[src/rtl/mmul_pkg.sv]
// rtl/mmul_pkg.sv - shared types, order codes and counter sizing for the index sequencer
package mmul_pkg;

   typedef enum logic [1:0] {
      IDLE = 2'd0,
      RUN  = 2'd1,
      DONE = 2'd2
   } state_t;

   localparam logic ORDER_IJK = 1'b0;
   localparam logic ORDER_IKJ = 1'b1;

   // A dimension of 1 still gets a 1-bit counter so every counter is legal.
   function automatic int cnt_width(input int dim);
      return (dim < 2) ? 1 : $clog2(dim);
   endfunction

endpackage

[src/rtl/mmul_wrap_counter.sv]
// rtl/mmul_wrap_counter.sv - modulo-MAX index counter with synchronous clear
module mmul_wrap_counter
   import mmul_pkg::*;
#(
   parameter int MAX = 4,
   parameter int W   = 2
) (
   input  logic         clk,
   input  logic         rst,
   input  logic         clr,
   input  logic         inc,
   output logic [W-1:0] value,
   output logic         at_max
);

   localparam logic [W-1:0] LAST = W'(MAX - 1);

   logic [W-1:0] value_q, value_d;

   assign at_max = (value_q == LAST);
   assign value  = value_q;

   always_comb begin
      value_d = value_q;
      if (clr) begin
         value_d = '0;
      end else if (inc) begin
         value_d = at_max ? '0 : value_q + W'(1);
      end
   end

   always_ff @(posedge clk or posedge rst) begin
      if (rst) begin
         value_q <= '0;
      end else begin
         value_q <= value_d;
      end
   end

endmodule

[src/rtl/mmul_index_sequencer.sv]
// rtl/mmul_index_sequencer.sv - generates the i/j/k loop nest of C = A*B under valid/ready
module mmul_index_sequencer
   import mmul_pkg::*;
#(
   parameter int RA = 4,
   parameter int CA = 4,
   parameter int RB = 4,
   parameter int CB = 4,
   parameter int IW = 32
) (
   input  logic          clk,
   input  logic          rst,
   input  logic          start,
   input  logic          abort,
   input  logic          order,
   input  logic          ready,
   output logic          valid,
   output logic [IW-1:0] i,
   output logic [IW-1:0] j,
   output logic [IW-1:0] k,
   output logic          k_first,
   output logic          k_last,
   output logic          busy,
   output logic          completed,
   output logic          done
);

   localparam int WI = cnt_width(RA);
   localparam int WJ = cnt_width(CB);
   localparam int WK = cnt_width(RB);
   localparam logic [63:0] IDX_SPAN = 64'd1 << IW;

   if (RA < 1 || CA < 1 || RB < 1 || CB < 1) begin : g_err_zero_dim
      $error("mmul_index_sequencer: every dimension must be at least 1");
   end
   if (CA != RB) begin : g_err_inner_dim
      $error("mmul_index_sequencer: CA must equal RB");
   end
   if (64'(RA) > IDX_SPAN || 64'(RB) > IDX_SPAN || 64'(CB) > IDX_SPAN) begin : g_err_width
      $error("mmul_index_sequencer: a dimension does not fit in IW bits");
   end

   state_t state_q, state_d;
   logic   order_q, order_d;
   logic   done_q, done_d;

   logic [WI-1:0] i_cnt;
   logic [WJ-1:0] j_cnt;
   logic [WK-1:0] k_cnt;
   logic          i_max, j_max, k_max;
   logic          inc_i, inc_j, inc_k;
   logic          consume, last_tuple, launch, step, clr;

   assign consume    = (state_q == RUN) && ready;
   assign last_tuple = i_max && j_max && k_max;
   assign launch     = !abort && start && (state_q != RUN);
   // The final tuple is consumed without advancing so the indices hold it in DONE.
   assign step       = consume && !last_tuple && !abort;
   assign clr        = abort || launch;

   always_comb begin
      inc_i = 1'b0;
      inc_j = 1'b0;
      inc_k = 1'b0;
      if (order_q == ORDER_IJK) begin
         inc_k = step;
         inc_j = step && k_max;
         inc_i = step && k_max && j_max;
      end else begin
         inc_j = step;
         inc_k = step && j_max;
         inc_i = step && j_max && k_max;
      end
   end

   always_comb begin
      state_d = state_q;
      order_d = order_q;
      done_d  = 1'b0;
      if (abort) begin
         state_d = IDLE;
      end else begin
         case (state_q)
            IDLE, DONE: begin
               if (start) begin
                  state_d = RUN;
                  order_d = order;
               end
            end
            RUN: begin
               if (consume && last_tuple) begin
                  state_d = DONE;
                  done_d  = 1'b1;
               end
            end
            default: state_d = IDLE;
         endcase
      end
   end

   always_ff @(posedge clk or posedge rst) begin
      if (rst) begin
         state_q <= IDLE;
         order_q <= ORDER_IJK;
         done_q  <= 1'b0;
      end else begin
         state_q <= state_d;
         order_q <= order_d;
         done_q  <= done_d;
      end
   end

   mmul_wrap_counter #(.MAX(RA), .W(WI)) u_cnt_i (
      .clk(clk), .rst(rst), .clr(clr), .inc(inc_i), .value(i_cnt), .at_max(i_max)
   );
   mmul_wrap_counter #(.MAX(CB), .W(WJ)) u_cnt_j (
      .clk(clk), .rst(rst), .clr(clr), .inc(inc_j), .value(j_cnt), .at_max(j_max)
   );
   mmul_wrap_counter #(.MAX(RB), .W(WK)) u_cnt_k (
      .clk(clk), .rst(rst), .clr(clr), .inc(inc_k), .value(k_cnt), .at_max(k_max)
   );

   assign valid     = (state_q == RUN);
   assign busy      = (state_q == RUN);
   assign completed = (state_q == DONE);
   assign done      = done_q;
   assign i         = IW'(i_cnt);
   assign j         = IW'(j_cnt);
   assign k         = IW'(k_cnt);
   assign k_first   = valid && (k_cnt == '0);
   assign k_last    = valid && k_max;

endmodule

[config.mk]
export PLATFORM = sky130hd
export DESIGN_NAME = mmul_index_sequencer
export DESIGN_NICKNAME = d
export VERILOG_FILES = /design/src/rtl/mmul_pkg.sv /design/src/rtl/mmul_wrap_counter.sv /design/src/rtl/mmul_index_sequencer.sv
export SDC_FILE = /design/constraint.sdc
export NUM_CORES = 1
export LEC_CHECK = 0
export CAP_MARGIN = 20
export CORE_MARGIN = 8
export CORE_UTILIZATION = 33
export CTS_BUF_LIST = sky130_fd_sc_hd__clkbuf_8
export CTS_CLUSTER_SIZE = 8
export DETAILED_ROUTE_END_ITERATION = 7
export HOLD_SLACK_MARGIN = 0.08
export PLACE_DENSITY = 0.94
export REMOVE_ABC_BUFFERS = 1
export SLEW_MARGIN = 20
export SYNTH_ARGS = -nofsm -noshare
export SYNTH_HDL_FRONTEND = slang
export SYNTH_HIERARCHICAL = 1
export SYNTH_SLANG_ARGS = --single-unit
[constraint.sdc]
create_clock -name clk -period 2.3 [get_ports clk]
set_input_delay 0.46 -clock clk [delete_from_list [all_inputs] [get_ports clk]]
set_output_delay 0.46 -clock clk [all_outputs]
set_load 0.01 [all_outputs]
## Word level (Yosys, flattened, before mapping)

Cells that the tools add are included.

- Add/subtract/negate cells: 3
- $mul: 0
- Divide/modulo/power cells: 0
- Order comparisons: 0
- Equality and inequality tests: 8
- Shifts and indexed selects: 0
- Mux-type cells: 19
- Bitwise operators: 1
- Reduce and logical (&&, ||, !) cells: 25

Operators with widths:

| kind | number |
|---|---|
| 2-to-1 mux 2 bit | 12 |
| logical AND 1 bit | 14 |
| equality test 2 bit, second input constant | 4 |
| adder 2 x 1 -> 2 bit, second input constant | 3 |
| 2-to-1 mux 1 bit | 6 |
| nonzero test 2 bit | 3 |
| logical NOT 2 bit | 2 |
| case mux 2 bit (2 select lines) | 1 |
| inequality test 3 x 2 -> 1 bit, second input constant | 1 |
| inequality test 3 bit, second input constant | 1 |
| AND reduction 3 bit | 1 |
| equality test 2 x 1 -> 1 bit, second input constant | 1 |
| logical NOT 1 bit | 2 |
| inequality test 2 x 1 -> 1 bit, second input constant | 1 |
| AND reduction 2 bit | 1 |
| OR reduction 2 bit | 1 |
| logical OR 1 bit | 1 |
| inverter 1 bit | 1 |

- Flip-flop bits (word level): 10
- Latch bits: 0
- Memory bits (writable): 0
- Bits in read-only memories: 0
- Output and inout bits: 102
- Word-level logic and storage cells: 62
- Memories: 0

## Depth between registers and ports, before layout

- Depth in word-level cells: 11
- Depth in mapped cells: 5

## Hierarchy

Netlist, hierarchy kept.

By module, submodules not included:

| module | instances | cells an instance | area each (sq um) | seq. area each (sq um) |
|---|---|---|---|---|
| mmul_index_sequencer | 1 | 119 | 937.1 | 100.1 |
| mmul_wrap_counter | 3 | 9 | 103.8 | 50.0 |

## Worst setup path after synthesis

Ideal clock, no wire load.

- Kind: reg-to-reg
- From: reg u_cnt_j.value_q[0], in the netlist u_cnt_j/value[0]
- To: reg u_cnt_j.value_q[0], in the netlist u_cnt_j/value[0]
- Setup time: 73 ps
- Data arrival time: 1609 ps
- Data required time: 2227 ps
- Slack: 618 ps
- Stages on the path, launching flop included: 6
- Cell sequence: dfrtp_1 -> ha_1 -> and3_1 -> nor3_1 -> or3b_1 -> a21oi_2

- Longest elaborated chain between the ends: 9

Ends and longest elaborated chain:

| what | line | source |
|---|---|---|
| start, declared | mmul_wrap_counter.sv:18 | `logic [W-1:0] value_q, value_d;` |
| start signal, assigned | mmul_wrap_counter.sv:36 | `value_q <= value_d;` |
| equality test 2 bit * | mmul_wrap_counter.sv:20 | `assign at_max = (value_q == LAST);` |
| via j_max | mmul_index_sequencer.sv:50 | `logic i_max, j_max, k_max;` |
| logical AND 1 bit * (2 in series) | mmul_index_sequencer.sv:55 | `assign last_tuple = i_max && j_max && k_max;` |
| logical NOT 1 bit * | mmul_index_sequencer.sv:58 | `assign step = consume && !last_tuple && !abort;` |
| logical AND 1 bit * (2 in series) | mmul_index_sequencer.sv:58 |  |
| logical AND 1 bit | mmul_index_sequencer.sv:67 | `inc_j = step && k_max;` |
| 2-to-1 mux 1 bit * | mmul_index_sequencer.sv:65 | `if (order_q == ORDER_IJK) begin` |
| via inc_j | mmul_index_sequencer.sv:51 | `logic inc_i, inc_j, inc_k;` |
| nonzero test 2 bit (no source line) * | -- |  |

The timed path passes the listed nets; every way through them passes the cells marked *. The select of a mux whose other input is x is not followed.
A chain may end at the register's enable or synchronous reset.

## Worst setup path in the final report

- From: reg state_q[1]
- To: out k_last

- Longest elaborated chain between the ends: 2

Ends and longest elaborated chain:

| what | line | source |
|---|---|---|
| start, declared | mmul_index_sequencer.sv:43 | `state_t state_q, state_d;` |
| start signal, assigned | mmul_index_sequencer.sv:107 | `state_q <= state_d;` |
| equality test 2 x 1 -> 1 bit | mmul_index_sequencer.sv:123 | `assign valid = (state_q == RUN);` |
| logical AND 1 bit | mmul_index_sequencer.sv:131 | `assign k_last = valid && k_max;` |
| end, declared | mmul_index_sequencer.sv:22 | `output logic k_last,` |

No other way between the ends.

==> results.md <==
- GRT Util Overall: 0.0704
- WS Path Type: register to primary output
- Netlist Area Pre-Place: 1250 um2
- Number of global-route vias before repair: 746
- Fin crit share: 0.928
- Async SR Flop Fraction: 1.00
- Share of cells above drive strength 1: 0.0663
- Gate power share: 0.247
- Fin Hold WS: ~500 ps
- Area leader, netlist: buf_4
- Skew final: 2.14 ps
- Clk slew on worst S/H paths: ~50 ps
- RSZ-0062 raised after global routing: false
- Reg-to-Reg Start: u_cnt_k/value[0]
- Detailed-route DRC error count: 0
- Cells after synthesis: 146
- Met1 Usage GRT: 0.0720
- Post-synth top cells: buf_4, dfrtp_1, inv_1, nor3_1
- Cell family with most CP delay: buffers and inverters
- Required @ worst endpoint: around 1800 ps
- Mean area per synthesized cell: ~8.6 um2
- # Post-CTS Setup Buffers: 0
- Crit path max fanout: 5
- CTS tree: done
- Total power: roughly 550 uW
- Worst reg2reg path depth: 5
- Detailed placement HPWL: 2090 um
- Antenna Nets Post-Route: 0
- P_leak: 0.650 nW
- CTS root buf: clkbuf_8
- Final TNS setup: 0 ps
- Full die area: roughly 6000 um2
- Crit end category: primary output
- Worst skew pair latency: about 240 ps
- Vias: just over 700
- Hold Buf Count CTS: 0
- Clock period minus worst slack: 2130 ps
- Top cells by area, synth: buf_4, dfrtp_1, ha_1, mux2i_1, a21oi_2
- Critical path's largest stage delay: 540 ps
- Syn. warnings: 6
- NetSw: 182 uW
- Worst Path Buf+Inv: 2
- Fillers: between 300 and 400
- RD Place Congestion: roughly 0.78
- Final setup fails: 0
- Setup slack, reg-to-reg: 490 ps
- Post-synth EDFFs: 0
- Worst path cell trace: nand2b_1 > inv_2 > and2_1 > clkdlybuf4s50_1
- Core area: 3660 um2
- Clock power share: 0.408
- Busiest grt layer: met2
- Met2 Use GR: 0.115
- Fin. Hold Viols: 0
- Post-synthesis register bit count: 10
- Max VDD drop: 0.216 mV
- I/O pin total: 108
- Initial cell density of the core: 0.341
- GR Overflow Total: 0
- Sequential area share after synthesis: 0.200
- DR iter-0 viols: 27
- Slew Limit Fails: 0
- Antenna cells: 0
- Initial antenna violation count: 0
- CP Launch Type: register
- Met3 usage in global routing: 0.0461
- Status: finished clean
- Vias per inst: approximately 3.3
- Tightest Hold Check Type: input pin to asynchronous set/reset pin
- DR WL/cell: 11.1 um
- Synth Flop Type: dfrtp_1
- Worst R2R End: u_cnt_k/value[0]
- Resized cells post-CTS: 0
- Maximum achievable frequency: 468 MHz
- CP arrival: 1670 ps
- Count of input and output buffers: 17
- Post-synth cell types: 24
- Wirelength, routed: roughly 2400 um
- Die H: 77.5 um
- Htree depth: 1
- Rows: 22
- Most common cell in the netlist: buf_4
- P&R area growth vs syn: -4.51%
- Nets@finish: 176
- Sequential fraction of design power: 0.345
- Slowest-stage cell, CP: clkdlybuf4s50_1
- Clock Sinks: 10
- Share of the synthesized area in the top cell type: 0.547
- Int Pwr: 368 uW
- Pre-Repair DR Iteration Count: 4
- First-pass GRT wire length: 3510 um
- MaxCap Viol Count: 0
- Pwr dens: between 400 and 500 nW/um2
- Cts bufs inserted: 3
- Largest net degree at the start of global routing: 7
- Die Wd: 77.5 um
- Sw frac: 0.331
- Clock buffer depth: 2
## stage by stage
stage,util,instance area (um2),setup WS [ps],cells
detailed placement,0.311,1140,151,210
global placement,0.311,1140,206,210
CTS,0.326,1190,149,214
global route,0.326,1190,80.1,214
floorplan,-,900,618,144
finish,0.326,1190,165,214
## worst reg2reg max path: stages, from the launching register on
cell     delay (ps)
dfrtp_1         420
ha_1            280
and3_1          180
nor3_1          310
or3b_1          400
a21oi_2         140
## worst max path at each step
stage | startpoint | endpoint | slack [ps] | depth (start not counted)
after global placement | ready | u_cnt_k/value[0] | 210 | 5
after floorplan | u_cnt_j/value[0] | u_cnt_j/value[0] | 620 | 5
after detailed placement | abort | u_cnt_k/value[0] | 150 | 5
after CTS | state_q[1] | k_last | 150 | 4
after global routing | state_q[1] | k_last | 80 | 4
final | state_q[1] | k_last | 170 | 4
## per-layer routing
metal  vias to the layer above  part of all wire
met1                       319              0.39
met4                         0             0.011
li1                        324                 -
met2                        60              0.45
met5                         -                 0
met3                         5              0.15
## power by group through the flow
stage / Sequential, mW / Clock, mW / Combinational [mW]
global route: 0.190 / 0.239 / 0.150
global placement: 0.192 / 0 / 0.127
detailed placement: 0.192 / 0 / 0.129
CTS: 0.189 / 0.234 / 0.130
finish: 0.190 / 0.225 / 0.136
floorplan: 0.191 / 0 / 0.0958
## cells in the final DEF, fill, tap and decap left out, types with 2 or more instances in the layout
cell	n
a21oi_2	3
clkbuf_8	4
clkdlybuf4s50_1	17
conb_1	90
dfrtp_1	10
ha_1	3
inv_1	5
mux2i_1	3
nand2b_1	4
nor2_1	4
nor2b_1	2
nor3_1	5
or3b_1	3
## registers in the layout, indices dropped and copies added, names as in the netlist
register / flops
state_q: 2
u_cnt_i/value: 2
u_cnt_j/value: 2
u_cnt_k/value: 2
done: 1
order_q: 1
## kinds of logic after synthesis
kind of cell	after synthesis	synth area share
other	1	0.00300
and+or+nand+nor	25	0.128
adders and majority gates	3	0.0301
AOI/OAI and AO/OA	6	0.0401
buffers and inverters	97	0.565
muxes	4	0.0331
DFF	10	0.200
## final cells by class
class / count / area, um2 / share of cell area
multi-input combinational: 128 / 627 / 0.526
sequential: 10 / 250 / 0.210
timing repair buffer: 18 / 178 / 0.149
tap: 48 / 60.1 / 0.0504
clock buffer: 4 / 55.1 / 0.0462
inverter: 6 / 22.5 / 0.0189
(Power assumes the default switching activity.)
